`src/rtl/cc_ben_unit.sv`:
```
// cc_ben_unit: registered NZP condition codes and branch enable,
// with an NZP save stack for interrupt entry and RTI.
module cc_ben_unit #(
    parameter int WIDTH  = 16,
    parameter bit SIGNED = 1'b1,
    parameter int DEPTH  = 4,
    localparam int CW    = $clog2(DEPTH + 1)
) (
    input  logic             Clk,
    input  logic             Reset_n,
    input  logic [WIDTH-1:0] bus_data,
    input  logic             ld_cc,
    input  logic             ld_ben,
    input  logic [2:0]       ir_nzp,
    input  logic             push,
    input  logic             pop,
    input  logic             clr_err,
    output logic             n,
    output logic             z,
    output logic             p,
    output logic             ben,
    output logic [CW-1:0]    stk_cnt,
    output logic             stk_full,
    output logic             stk_empty,
    output logic             ovf_err,
    output logic             unf_err
);

    localparam logic [CW-1:0] DepthC = CW'(DEPTH);
    localparam logic [CW-1:0] OneC   = CW'(1);
    localparam logic [2:0]    NzpZ   = 3'b010;

    logic [2:0]    nzp_q, nzp_d;
    logic          ben_q, ben_d;
    logic [CW-1:0] cnt_q, cnt_d;
    logic          ovf_q, ovf_d;
    logic          unf_q, unf_d;
    logic [2:0]    stack_q [DEPTH];

    logic [2:0] bus_nzp;
    logic [2:0] top_nzp;
    logic       full;
    logic       empty;
    logic       do_push;
    logic       do_pop;
    logic       ovf_set;
    logic       unf_set;

    assign full  = (cnt_q == DepthC);
    assign empty = (cnt_q == '0);

    // A simultaneous push and pop cancels out and touches no stack state.
    assign do_push = push & ~pop & ~full;
    assign do_pop  = pop & ~push & ~empty;
    assign ovf_set = push & ~pop & full;
    assign unf_set = pop & ~push & empty;

    // Decode the bus value into a one-hot NZP code.
    always_comb begin
        bus_nzp = 3'b001;
        if (bus_data == '0) begin
            bus_nzp = NzpZ;
        end else if (SIGNED && bus_data[WIDTH-1]) begin
            bus_nzp = 3'b100;
        end
    end

    // Select the entry on top of the stack (index cnt-1).
    always_comb begin
        top_nzp = NzpZ;
        for (int i = 0; i < DEPTH; i++) begin
            if (CW'(i) == cnt_q - OneC) begin
                top_nzp = stack_q[i];
            end
        end
    end

    // Next-state for codes, branch enable, occupancy and error flags.
    always_comb begin
        nzp_d = nzp_q;
        ben_d = ben_q;
        cnt_d = cnt_q;
        ovf_d = ovf_q & ~clr_err;
        unf_d = unf_q & ~clr_err;

        if (do_pop) begin
            nzp_d = top_nzp;
        end else if (ld_cc) begin
            nzp_d = bus_nzp;
        end

        // BEN always evaluates against the pre-edge codes.
        if (ld_ben) begin
            ben_d = |(ir_nzp & nzp_q);
        end

        if (do_push) begin
            cnt_d = cnt_q + OneC;
        end else if (do_pop) begin
            cnt_d = cnt_q - OneC;
        end

        if (ovf_set) begin
            ovf_d = 1'b1;
        end
        if (unf_set) begin
            unf_d = 1'b1;
        end
    end

    // Control and status registers with asynchronous reset.
    always_ff @(posedge Clk or negedge Reset_n) begin
        if (!Reset_n) begin
            nzp_q <= NzpZ;
            ben_q <= 1'b0;
            cnt_q <= '0;
            ovf_q <= 1'b0;
            unf_q <= 1'b0;
        end else begin
            nzp_q <= nzp_d;
            ben_q <= ben_d;
            cnt_q <= cnt_d;
            ovf_q <= ovf_d;
            unf_q <= unf_d;
        end
    end

    // Stack storage is not reset; occupancy alone defines valid entries.
    always_ff @(posedge Clk) begin
        for (int i = 0; i < DEPTH; i++) begin
            if (do_push && (cnt_q == CW'(i))) begin
                stack_q[i] <= nzp_q;
            end
        end
    end

    assign n         = nzp_q[2];
    assign z         = nzp_q[1];
    assign p         = nzp_q[0];
    assign ben       = ben_q;
    assign stk_cnt   = cnt_q;
    assign stk_full  = full;
    assign stk_empty = empty;
    assign ovf_err   = ovf_q;
    assign unf_err   = unf_q;

endmodule

```
`config.mk`:
```
export PLATFORM = sky130hd
export DESIGN_NAME = cc_ben_unit
export DESIGN_NICKNAME = d
export VERILOG_FILES = /design/src/rtl/cc_ben_unit.sv
export SDC_FILE = /design/constraint.sdc
export NUM_CORES = 1
export LEC_CHECK = 0
export CAP_MARGIN = 0
export CORE_MARGIN = 2
export CORE_UTILIZATION = 51
export CTS_BUF_LIST = sky130_fd_sc_hd__clkbuf_4 sky130_fd_sc_hd__clkbuf_8
export DETAILED_ROUTE_END_ITERATION = 6
export PLACE_DENSITY = 0.87
export RECOVER_POWER = 50
export SLEW_MARGIN = 20
export SYNTH_ARGS = -nofsm -noshare
export SYNTH_HDL_FRONTEND = slang
export SYNTH_SLANG_ARGS = --single-unit
```
`constraint.sdc`:
```
create_clock -name Clk -period 2.3 [get_ports Clk]
set_input_delay 0.46 -clock Clk [delete_from_list [all_inputs] [get_ports Clk]]
set_output_delay 0.46 -clock Clk [all_outputs]
set_load 0.01 [all_outputs]
```
* After elaboration in Yosys (flattened, before gate mapping)
Memory sizes are Yosys's and may differ from the RTL's.
Index checks and enable logic that the tools add are counted.
** Word-level totals
- Output and inout port bits :: 11
- Word-level logic and storage cells :: 71
- Input port bits :: 26
- RAM bits :: 12
- Register bits after elaboration :: 9
- Memories :: 1
** Memory list
- stack_q :: words 4, bits a word 3, read ports 4, clocked after memory_dff 0, write ports 1, line 38 : logic [2:0] stack_q [DEPTH];
** Operators by class
- Multiplexer cells :: 29
- Bitwise logic cells :: 14
- Add/sub/neg operators :: 2
- Reductions and logical operators :: 13
- Equal/unequal tests :: 7
** Operators with widths (number)
- 2-to-1 mux 3 bit :: 13
- logical NOT 16 bit :: 1
- 2-to-1 mux 1 bit :: 13
- OR reduction 3 bit :: 4
- bitwise AND 1 bit :: 8
- equality test 2 x 3 -> 1 bit, first input constant :: 2
- equality test 3 x 2 -> 1 bit, second input constant :: 2
- logical NOT 3 bit :: 2
- 2-to-1 mux 2 bit :: 3
- inverter 1 bit :: 5
- logical AND 1 bit :: 4
- nonzero test 2 bit :: 2
- adder 3 x 1 -> 3 bit, second input constant :: 1
- bitwise AND 3 bit :: 1
- equality test 1 x 3 -> 1 bit, first input constant :: 1
- equality test 3 x 1 -> 1 bit, second input constant :: 1
- equality test 3 bit, second input constant :: 1
- subtractor 3 x 1 -> 3 bit, second input constant :: 1

* Logic depth before layout (Yosys ltp)
Gate-level depths: netlist (run 1).
- Depth in word-level cells :: 10
- Mapped depth :: 7
- Depth with buffers taken out :: 6

* Least setup slack after synthesis (run 1)
OpenSTA, ideal clock, no wires.
- Path kind :: register to register
- Start :: register cnt_q[0] (netlist: stk_cnt[0])
- End :: register nzp_q[1]
- Buffers on the path :: 0
- Required time :: 2212 ps
- Arrival time :: 1447 ps
- Slack :: 766 ps
- Stages on the path, launching flop included :: 7
- Library setup time :: 88 ps
- Path through :: dfrtp_1 inv_1 ha_1 nor3b_1 nor3_1 a2111oi_2 o22ai_1
** Between the ends
- Longest elaborated chain between the ends :: 7
** RTL lines
- start: declaration :: line 35 : logic [CW-1:0] cnt_q, cnt_d;
- start signal: assignment :: line 122 : cnt_q <= cnt_d;
- subtractor 3 x 1 -> 3 bit :: line 72 : if (CW'(i) == cnt_q - OneC) begin
- logical NOT 3 bit :: line 72
- 2-to-1 mux 3 bit (4 in a row) :: line 72
- 2-to-1 mux 3 bit :: line 86 : if (do_pop) begin
- end signal: assignment :: line 114 : nzp_q <= NzpZ;
- end signal: assignment :: line 120 : nzp_q <= nzp_d;
- end: declaration :: line 33 : logic [2:0] nzp_q, nzp_d;
Several ways; a longest one is shown, not always the timed one.
A chain may end at the register's enable or synchronous reset.

* Worst setup path after layout (run 1)
- Start :: register cnt_q[0] (netlist: stk_cnt[0])
- End :: output port stk_empty
** Between the ends
- Longest elaborated chain between the ends :: 1
** RTL lines
- logical NOT 3 bit :: line 50 : assign empty = (cnt_q == '0);
- end: declaration :: line 24 : output logic stk_empty,
Every way passes these cells.

==> metrics.txt, run 1 <==
Flop pwr share=roughly a third; Starting Density=53.5%; highest clock rate=between 400 and 500 MHz; fin nets=between 150 and 200; critical path endpoint category=primary output; data arrival time of the worst path=between 1500 and 2000 ps; Yosys warning count=0; Synth Cell Area=approximately 0.0012 mm2; Die H=about 52 um; # Max-Cap Violations=0; DR WL met2=1570 um; min-delay worst type=input pin to asynchronous set/reset pin; clock buffer depth=2; register area share after synthesis=49.6%; Remaining Overflow, GRT=0; count of final setup violators=0; Worst Slack Setup Final=roughly 24 ps; router iterations before antenna repair=5; CTS buffer count=3; vias per cell=5.62; GPL Wtd Cong=0.839; crit path kind=flop to primary output; placed instance count=between 150 and 200; Top delay family on crit path=buffers and inverters; VDD IR-drop max=0.840 mV; final hold vios=0; Int Power=around 1.0 mW; Synth Register Bits=21; die footprint=0.00272 mm2; met3 wire len=181 um; GRT Util Overall=23.9%; DRT Wirelength=about 3000 um; CP required=around 1800 ps; highest routed layer=met4; CP max FO=5; clock slew at reported path FFs=120 ps; synthesized netlist net count=143; Filler cells=164; setup_tns=0 ps; CTS Sinks=21; initial antenna violation count=0; Worst-Skew Late Latency=310 ps; core area=between 0.002 and 0.0025 mm2; status=finished clean; period utilization=99.0%; Leakage=0.655 nW; WP buf/inv=3; area grow syn2layout=37.4%; fin cells=180; Die W=52.2 um; min Tclk post-route=2280 ps; vias in the first global route=1013; Setup Slack @ Placement=between 200 and 300 ps; DRC=0; Avg Inst Size Synth=10.8 um2; CTS tree=yes; Root Driver=clkbuf_4; ANT cells=0; Hold-fix buffers, CTS=0; share of post-route cells with drive strength above 1=12.5%; RSZ-0062 raised after global routing=true; Fin Hold WS=517 ps; io pins=37; ys async rst share=42.9%; count of cell types in the netlist=34; power per cell area=1050 mW/mm2; Post-synth EDFFs=12; Clk pwr share=11.3%; PortBufs=36; max incr delay on CP=about 530 ps; pin count of the biggest net entering global routing=12; M1 WL=1140 um; Syn Inst Count=110; Comb power frac=56.2%; 1st-iter DRT viols=35; DPL Wire Length=about 2300 um; Rows=17; global-route wire length before repair=4620 um; startpoint class of the critical path=flop; remaining antenna violation count=0; vias post-DR=1012; switching pwr=a little under 700 uW; H-Tree Level Count=1; clk_skew=approximately 1.9 ps; worst-path cell chain=inv_2, ha_2, nand2b_1, inv_1, clkdlybuf4s50_1; fin. max-slew vios=0; Rel. slew slack=69.7%; Worst Max-Slew Pin Slew=between 400 and 500 ps; Net Sw Frac=39.5%; Post-Route Utilization=73.5%; Slowest cell on crit path=clkdlybuf4s50_1; Routed WL per cell=between 15 and 20 um; Synth Flop Type=edfxtp_1
## placed cells by master, fill, tap and decap left out, types with 5 or more instances in the layout
master           Yosys  layout
a21oi_1              8       8
buf_4                1       5
clkdlybuf4s50_1      0      33
dfrtp_1              8       7
edfxtp_1            12      12
ha_1                 7       6
inv_1               12      10
nand2_1              8       8
nor2_1               5       5
o21ai_0              7       7
## kinds of logic after synthesis
logic type	Yosys count	synth area share, %
xor gates and xnor gates	4	2.96
AOI/OAI and AO/OA	30	17.2
muxes	1	0.951
buffers and inverters	15	5.81
and+or+nand+nor	32	16.1
DFF	21	49.6
adders and majority gates	7	7.40
## worst paths after layout
path | from | to | slack (ps) | depth (start not counted)
min in group Clk | ben | ben | 540 | 2
min reg2reg | ben | ben | 540 | 2
max reg2reg | stk_cnt[1] | nzp_q[1] | 640 | 6
max in group asynchronous | Reset_n | nzp_q[1] | 1450 | 1
max | stk_cnt[0] | stk_empty | 20 | 5
min | Reset_n | ben | 520 | 1
## cell type report
class | count | area [um2] | area share [%]
Multi-Input combinational cell | 74 | 531 | 32.6
Clock buffer | 4 | 30.0 | 1.85
Inverter | 12 | 45.0 | 2.77
Sequential cell | 21 | 588 | 36.2
Timing Repair Buffer | 41 | 398 | 24.5
Tap cell | 28 | 35.0 | 2.15
## routing by layer
metal  vias up  GRT usage [%]
met5         -              0
met4         0           13.7
met3        11           3.71
met2        51           42.6
met1       466           27.0
li1        484              -
## sequential cells by signal (all words and copies together) (netlist names)
signal and count:
ben 1, nzp_q 3, ovf_err 1, stack_q 12, stk_cnt 3, unf_err 1
## Yosys cell counts, types with 3 or more instances
cell type / count / area share [%]
edfxtp_1: 12 / 30
inv_1: 12 / 3.8
a21oi_1: 8 / 3.4
dfrtp_1: 8 / 17
nand2_1: 8 / 2.5
ha_1: 7 / 7.4
o21ai_0: 7 / 3.0
nor2_1: 5 / 1.6
nand2b_1: 4 / 2.1
and3_1: 3 / 1.6
o22ai_1: 3 / 1.6
## power groups by stage
| stage | logic (mW) | clock network, mW | registers (mW) |
|---|---|---|---|
| after CTS | 0.914 | 0.191 | 0.562 |
| final | 0.964 | 0.195 | 0.557 |
| after global placement | 0.863 | 0 | 0.571 |
| after detailed placement | 0.886 | 0 | 0.575 |
| after floorplan | 0.548 | 0 | 0.585 |
| after global routing | 1.05 | 0.211 | 0.567 |
## repair_timing
item / CTS / global route
setup buffers: 1 / 2
setup endpoints to repair: 2 / 2
resized for setup: 2 / 2
## stage by stage
step	total power, mW	instance area [um2]
floorplan	1.13	1180
global placement	1.43	1570
detailed placement	1.46	1570
CTS	1.67	1610
global route	1.83	1630
finish	1.72	1630
(Power assumes the default switching activity.)
==> inputs of run 2 (changes only) <==
Settings changed: ABC_AREA from default to 1, CORE_MARGIN 2 to 5.
==> metrics.txt, run 2 <==
crit path kind=flop to primary output (unchanged); Synth top area share=30.8% (was 30.4%); Worst Max-Slew Pin Slew=452 ps (about the same); area grow syn2layout=36.8% (was 37.4%); setup_tns=0 ps (unchanged); vias in the first global route=1001 (was 1013); Biggest register=stack_q (unchanged); Filler cells=171 (was 164); global-route layer with the greatest usage=met2 (unchanged); met2 Usage GRT=31.9% (was 42.6%); pin count of the biggest net entering global routing=13 (was 12); Worst-Skew Late Latency=290 ps (was 310 ps); Top delay family on crit path=flip-flops (was buffers and inverters); clock slew at reported path FFs=120 ps (about the same); Rows=17 (unchanged); met1 Usage GRT=20.3% (was 27.0%); data arrival time of the worst path=1550 ps (was 1820 ps); CP max FO=7 (was 5); WP buf/inv=1 (was 3); final hold vios=0 (unchanged); global-route wire length before repair=4390 um (was 4620 um); startpoint class of the critical path=flop (unchanged); Post-Route Utilization=72.4% (was 73.5%); worst-path cell chain=clkdlybuf4s50_1 (was inv_2, ha_2, nand2b_1, inv_1, clkdlybuf4s50_1); Synth Register Bits=21 (unchanged); Die W=57.9 um (was 52.2 um); VDD IR-drop max=0.699 mV (was 0.840 mV); io pins=37 (unchanged); period utilization=87.2% (was 99.0%); commonest cells in the netlist=nand2_1 (29), nor2_1 (21), inv_1 (20), nand3_1 (13), edfxtp_1 (12) (was edfxtp_1 (12), inv_1 (12), a21oi_1 (8), dfrtp_1 (8), nand2_1 (8)); Synth Cell Area=0.00117 mm2 (was 0.00118 mm2); Slowest cell on crit path=dfstp_1 (was clkdlybuf4s50_1); Worst setup startpoint=nzp_q[1] (was stk_cnt[0]); fin nets=212 (was 186); Remaining Overflow, GRT=0 (unchanged); GPL Wtd Cong=0.868 (was 0.839); DRC=0 (unchanged); max incr delay on CP=660 ps (was 530 ps); status=finished clean (unchanged); power per cell area=954 mW/mm2 (was 1050 mW/mm2); synthesized netlist net count=169 (was 143); Starting Density=52.9% (was 53.5%); RSZ-0062 raised after global routing=false (was true); clock buffer depth=2 (unchanged); met3 Track Usage GR=0.891% (was 3.71%); count of final setup violators=0 (unchanged); critical path endpoint category=primary output (unchanged); cell taking the most area after synthesis=edfxtp_1 (unchanged); CTS buffer count=3 (unchanged); Multi-input gate area=468 um2 (was 531 um2); fin. max-slew vios=0 (unchanged); CTS tree=yes (unchanged); Post-synth EDFFs=12 (unchanged); vias per cell=5.08 (was 5.62); die footprint=0.00335 mm2 (was 0.00272 mm2); vias post-DR=1046 (was 1012); Largest register FFs=12 (unchanged); Routed WL per cell=13.7 um (was 16.6 um); Area contributors post-synth=edfxtp_1 (31%), dfrtp_1 (17%), nand2_1 (9.3%) (was edfxtp_1 (30%), dfrtp_1 (17%), ha_1 (7.4%)); clk_skew=1.15 ps (was 1.86 ps); initial antenna violation count=0 (unchanged); commonest non-fill, non-tap cell in the layout=clkdlybuf4s50_1 (unchanged); Yosys warning count=0 (unchanged); highest clock rate=498 MHz (was 439 MHz); ys async rst share=42.9% (unchanged); 1st-iter DRT viols=39 (was 35); remaining antenna violation count=0 (unchanged); count of cell types in the netlist=24 (was 34); Syn Inst Count=136 (was 110); Synth Flop Type=edfxtp_1 (unchanged); DPL Wire Length=2290 um (was 2280 um); min Tclk post-route=2010 ps (was 2280 ps); DRT Wirelength=2820 um (was 2990 um); H-Tree Level Count=1 (unchanged); Root Driver=clkbuf_4 (unchanged); CP required=1840 ps (about the same); Die H=57.9 um (was 52.2 um); worst r2r src=stk_cnt[0] (was stk_cnt[1]); Rel. slew slack=69.8% (was 69.7%); Leakage=0.741 nW (was 0.655 nW); GRT Util Overall=16.8% (was 23.9%); top-count cell post-synth=nand2_1; PortBufs=36 (unchanged); # Max-Cap Violations=0 (unchanged); CTS Sinks=21 (unchanged); ANT cells=0 (unchanged); commonest cells after routing, fill and taps aside=clkdlybuf4s50_1 (32), nand2_1 (29), nor2_1 (21), inv_1 (20), nand3_1 (14) (was clkdlybuf4s50_1 (33), edfxtp_1 (12), inv_1 (10), nand2_1 (8), a21oi_1 (8)); share of post-route cells with drive strength above 1=9.55% (was 12.5%); FF/Latch Area=588 um2 (unchanged); Avg Inst Size Synth=8.61 um2 (was 10.8 um2); min-delay worst type=input pin to asynchronous set/reset pin (unchanged); register area share after synthesis=50.1% (was 49.6%); core area=0.00221 mm2 (unchanged); router iterations before antenna repair=5 (unchanged)
==> run 2: logic make-up after synthesis <==
logic type,Yosys count,share of synthesized area (%)
AND/OR/NAND/NOR,69,25.6
buffers and inverters,26,9.08
flip-flops,21,50.1
AO/OA/AOI/OAI,12,6.94
adder cells (fa/ha/maj),7,7.48
XOR/XNOR,1,0.748
==> run 2: power breakdown <==
group,total [mW],switching [mW],leakage (nW),internal (mW)
logic,0.780,0.434,0.507,0.347
clock network,0.173,0.108,0.0177,0.0646
registers,0.575,0.0802,0.216,0.495
total,1.53,0.622,0.741,0.906
==> run 2: worst paths after layout <==
kind,endpoint,slack (ps),cells after the start
max,z,290,1
max in group asynchronous,nzp_q[1],1430,1
max reg2reg,nzp_q[0],400,12
min reg2reg,unf_err,550,2
min in group Clk,unf_err,550,2
min,stk_cnt[1],530,1
==> run 2: per-stage QoR <==
step	total power, mW	cell area, um2	std cells	hold slack [ps]	worst slack (ps)
detailed placement	1.32	1560	199	533	297
global route	1.63	1600	206	561	159
global placement	1.28	1560	199	535	367
finish	1.53	1600	206	533	294
CTS	1.50	1590	203	480	9.02
floorplan	1.03	1170	136	164	779
==> run 2: per-layer routing <==
metal	up-vias	part of all wire [%]
li1	520	-
met3	4	3.9
met4	0	1.7
met2	36	52
met1	486	43
met5	-	0
==> run 2: cell type report <==
| cell class | instances | share of cell area (%) |
|---|---|---|
| clock buffer | 3 | 1.41 |
| clock inverter | 1 | 0.312 |
| inverter | 25 | 5.94 |
| multi-input combinational | 89 | 29.2 |
| sequential | 21 | 36.7 |
| tap | 28 | 2.19 |
| timing repair buffer | 39 | 24.2 |
==> run 2: timing repair <==
item                                    CTS  global route
resized for setup                         3             3
hold buffers                              0             0
endpoints found under the setup margin    2             2
pin swaps                                 0             0
buffers inserted                          0             3
gates cloned                              0             0
==> run 2: worst reg2reg max path, delay by kind of cell, from the launching register on <==
family / cells / cell delay, ps
and+or+nand+nor: 7 / 660
DFF: 1 / 470
buffers and inverters: 3 / 260
adders and majority gates: 1 / 230
AOI/OAI and AO/OA: 1 / 190
==> patch 1, RTL diff (config.mk and constraints of run 1) <==
Register the output `ovf_err` once more; this adds one clock of latency there. The other outputs are not delayed to match.
--- a/src/rtl/cc_ben_unit.sv
+++ b/src/rtl/cc_ben_unit.sv
@@ -141,7 +141,9 @@
     assign stk_cnt   = cnt_q;
     assign stk_full  = full;
     assign stk_empty = empty;
-    assign ovf_err   = ovf_q;
+    always_ff @(posedge Clk) begin
+        ovf_err <= ovf_q;
+    end
     assign unf_err   = unf_q;
 
 endmodule
Function: changed (Yosys sat finds a counterexample within 10 cycles, from zero or initial values and one cycle with Reset_n low).
==> patch 1 against run 1 <==
  * Cell area rose by 1.5%
  * Sequential cell count up 1
  * Synthesized area grew 1.7%
  * Setup slack better by 0.078 ns
  * Total power up 0.97%
  * Cell count is 1.1% higher
  * Register-to-register slack barely moved
  * Fmax increased by 3.5%
  * Routed wire length shrank 2.1%
  * Critical path type unchanged
==> patch 1: results <==
{
  "dpl_cell_area_mm2": 0.001590,
  "slew_headroom_pct": 67.52,
  "leakagePower_uw": 0.0006697,
  "syn_nets": 144,
  "grt_max_degree": 13,
  "postSynthCellCount": 111,
  "dp.cells": 174,
  "arrival_ns": 1.74,
  "wirelength_mm": 2.926,
  "grt_usage_pct": 23.15,
  "yosysUniqueCellTypes": 35,
  "first_iter_violations": 36,
  "worstPathMaxFanout": 4,
  "synthAdderAreaFrac_pct": 7.277,
  "hold_class": "reg -> reg",
  "drive_gt1_share_pct": 11.69,
  "met3_length_um": 125,
  "dp_hpwl_mm": 2.300,
  "yosys-mux-area-fraction_pct": 0.9356,
  "grt_pass1_vias": 976,
  "m1WireLength_mm": 1.225,
  "clock_skew_ns": 0.01166,
  "final_nets": 188,
  "seq_area_frac_synth_pct": 50.42,
  "routabilityCongestion": 0.8251,
  "first_pass_iters": 4,
  "vias": 996,
  "fin_hold_ws_ns": 0.3889,
  "yosys-top-cells-area": "edfxtp_1 30%, dfrtp_1 17%, ha_1 7.3%",
  "grt_pass1_wl_mm": 4.588,
  "status": "complete, no violations",
  "synth_compound_area_share_pct": 16.94
}
-- patch 1: cell type report --
cell class,count,area (µm²)
Multi-Input combinational cell,74,528.0
Inverter,12,45.04
Timing Repair Buffer,42,405.4
Clock buffer,4,30.03
Sequential cell,22,608.1
Tap cell,28,35.03
Fill cell,155,560.5
-- patch 1: metrics by stage --
step / utilization [%] / setup slack, ns
after floorplan: - / 0.7656
after global placement: 71.89 / 0.3778
after detailed placement: 71.89 / 0.3236
after CTS: 73.59 / 0.02279
after global routing: 74.66 / -0.002736
final: 74.66 / 0.1018
-- patch 1: cell families after synthesis --
logic type,Yosys count
adders and majority gates,7
buffers and inverters,15
DFF,22
AOI/OAI and AO/OA,30
xor gates and xnor gates,4
muxes,1
and+or+nand+nor,32
-- patch 1: where the power goes --
group	internal [µW]	switching [µW]
sequential	514	63.3
clock	79.6	116
combinational	463	497
-- patch 1: worst max-delay path by stage --
stage               startpoint        end  slack, ns  depth (start not counted)
floorplan           stk_cnt[0]   nzp_q[1]       0.77                          6
global placement    stk_cnt[0]  stk_empty       0.38                          5
detailed placement  stk_cnt[0]  stk_empty       0.32                          5
CTS                 stk_cnt[0]  stk_empty       0.02                          5
global route        stk_cnt[1]   stk_full     -0.003                          5
finish              stk_cnt[1]  stk_empty       0.10                          5
-- patch 1: what timing repair did --
item | 4_1_cts | 5_1_grt
setup buffers | 1 | 3
gates cloned | 0 | 0
resized for setup | 1 | 1
setup endpoints to repair | 1 | 2
-- patch 1: metal layers --
metal,GRT usage (%),vias to the layer above
met3,0.8571,3
met4,7.692,0
met1,31.30,470
met2,39.79,33
met5,0,-
li1,-,490
==> patch 2, RTL diff (config.mk and constraints of run 1) <==
Without the edit above. Change the parameter `DEPTH` from 4 to 8.
--- a/src/rtl/cc_ben_unit.sv
+++ b/src/rtl/cc_ben_unit.sv
@@ -3,7 +3,7 @@
 module cc_ben_unit #(
     parameter int WIDTH  = 16,
     parameter bit SIGNED = 1'b1,
-    parameter int DEPTH  = 4,
+    parameter int DEPTH  = 8,
     localparam int CW    = $clog2(DEPTH + 1)
 ) (
     input  logic             Clk,
Ports: changed (resized stk_cnt); port bits go from 37 to 38. The function was not compared with the original's and may differ.
==> patch 2 against run 1 <==
  * Worst hold slack worse by 0.013 ns
  * Cell area is 48% higher
  * Total power is 70% higher
  * Count of clock-buffer cells in the layout is 1 higher
  * Register-to-register slack worse by 0.43 ns
  * Sequential cell count is 13 higher
  * Synthesized area is 56% higher
  * The run now ends with design-rule violations left
  * Sequential share of layout area is 4.2 points higher
  * Routed wire length is 68% higher
  * Largest power group unchanged
  * Setup slack better by 0.061 ns
  * Critical path depth stayed put
  * Clock skew is 0.0084 ns higher
  * Highest routed layer unchanged
==> patch 2: results <==
{
  "insertion_delay_ns": 0.34,
  "async_reset_ff_share_pct": 29.41,
  "final_nets": 249,
  "syn_nets": 201,
  "h-tree-depth": 2,
  "synth_commonest_cells": "24 x edfxtp_1, 11 x inv_1, 10 x nand2_1, 10 x nor2_1",
  "synthAdderAreaFrac_pct": 3.394,
  "drc_errors": 12,
  "wire_per_inst_um": 18.99,
  "yosys-top-cells-area": "edfxtp_1 39%, dfrtp_1 12%, ha_1 3.4%",
  "failed_checks": "design-rule violations",
  "crit_slowest_cell": "or3b_4",
  "power.internal_uw": 1788,
  "yosys-mux-area-fraction_pct": 0.6110,
  "largest_register_ffs": 24,
  "leakagePower_uw": 0.0009011,
  "comb_power_share_pct": 51.0,
  "place_ws_ns": 0.08046,
  "status": "complete, but fails checks",
  "drive_gt1_share_pct": 11.42,
  "routabilityCongestion": 1.000,
  "grt_usage_pct": 26.48,
  "yosysUniqueCellTypes": 49,
  "rr_endpoint": "nzp_q[2]",
  "arrival_ns": 1.76,
  "fillerInstances": 242,
  "first_pass_iters": 7,
  "yosys.area_share.xor_xnor_pct": 0.9504
}
patch 2: cell types whose count changed in the layout (fill, tap and decap cells not counted), moves of 4 or more:
| cell | delta |
|---|---|
| edfxtp_1 | +12 |
| nor2_1 | +5 |
| o211ai_1 | +7 |
| a221oi_1 | +4 |
| nor2b_1 | +6 |
patch 2: what timing repair did:
action	4_1_cts	5_1_grt
setup endpoints to repair	2	2
hold buffers	0	0
pin swaps	0	0
resized for setup	4	5
patch 2: routing by layer:
layer,GRT usage (%),part of all wire (%)
met1,33.64,38
met2,42.32,49
met4,11.17,2.1
met5,0,0
met3,7.746,12
patch 2: layout make-up:
class	count	area (µm²)	share of cell area [%]
clock buffers	5	37.54	1.557
clock inverters	3	68.82	2.854
inverters	11	41.29	1.713
multi-input cells	117	785.8	32.59
flip-flops and latches	34	972.2	40.32
well taps	46	57.56	2.387
repair buffers	49	447.9	18.58
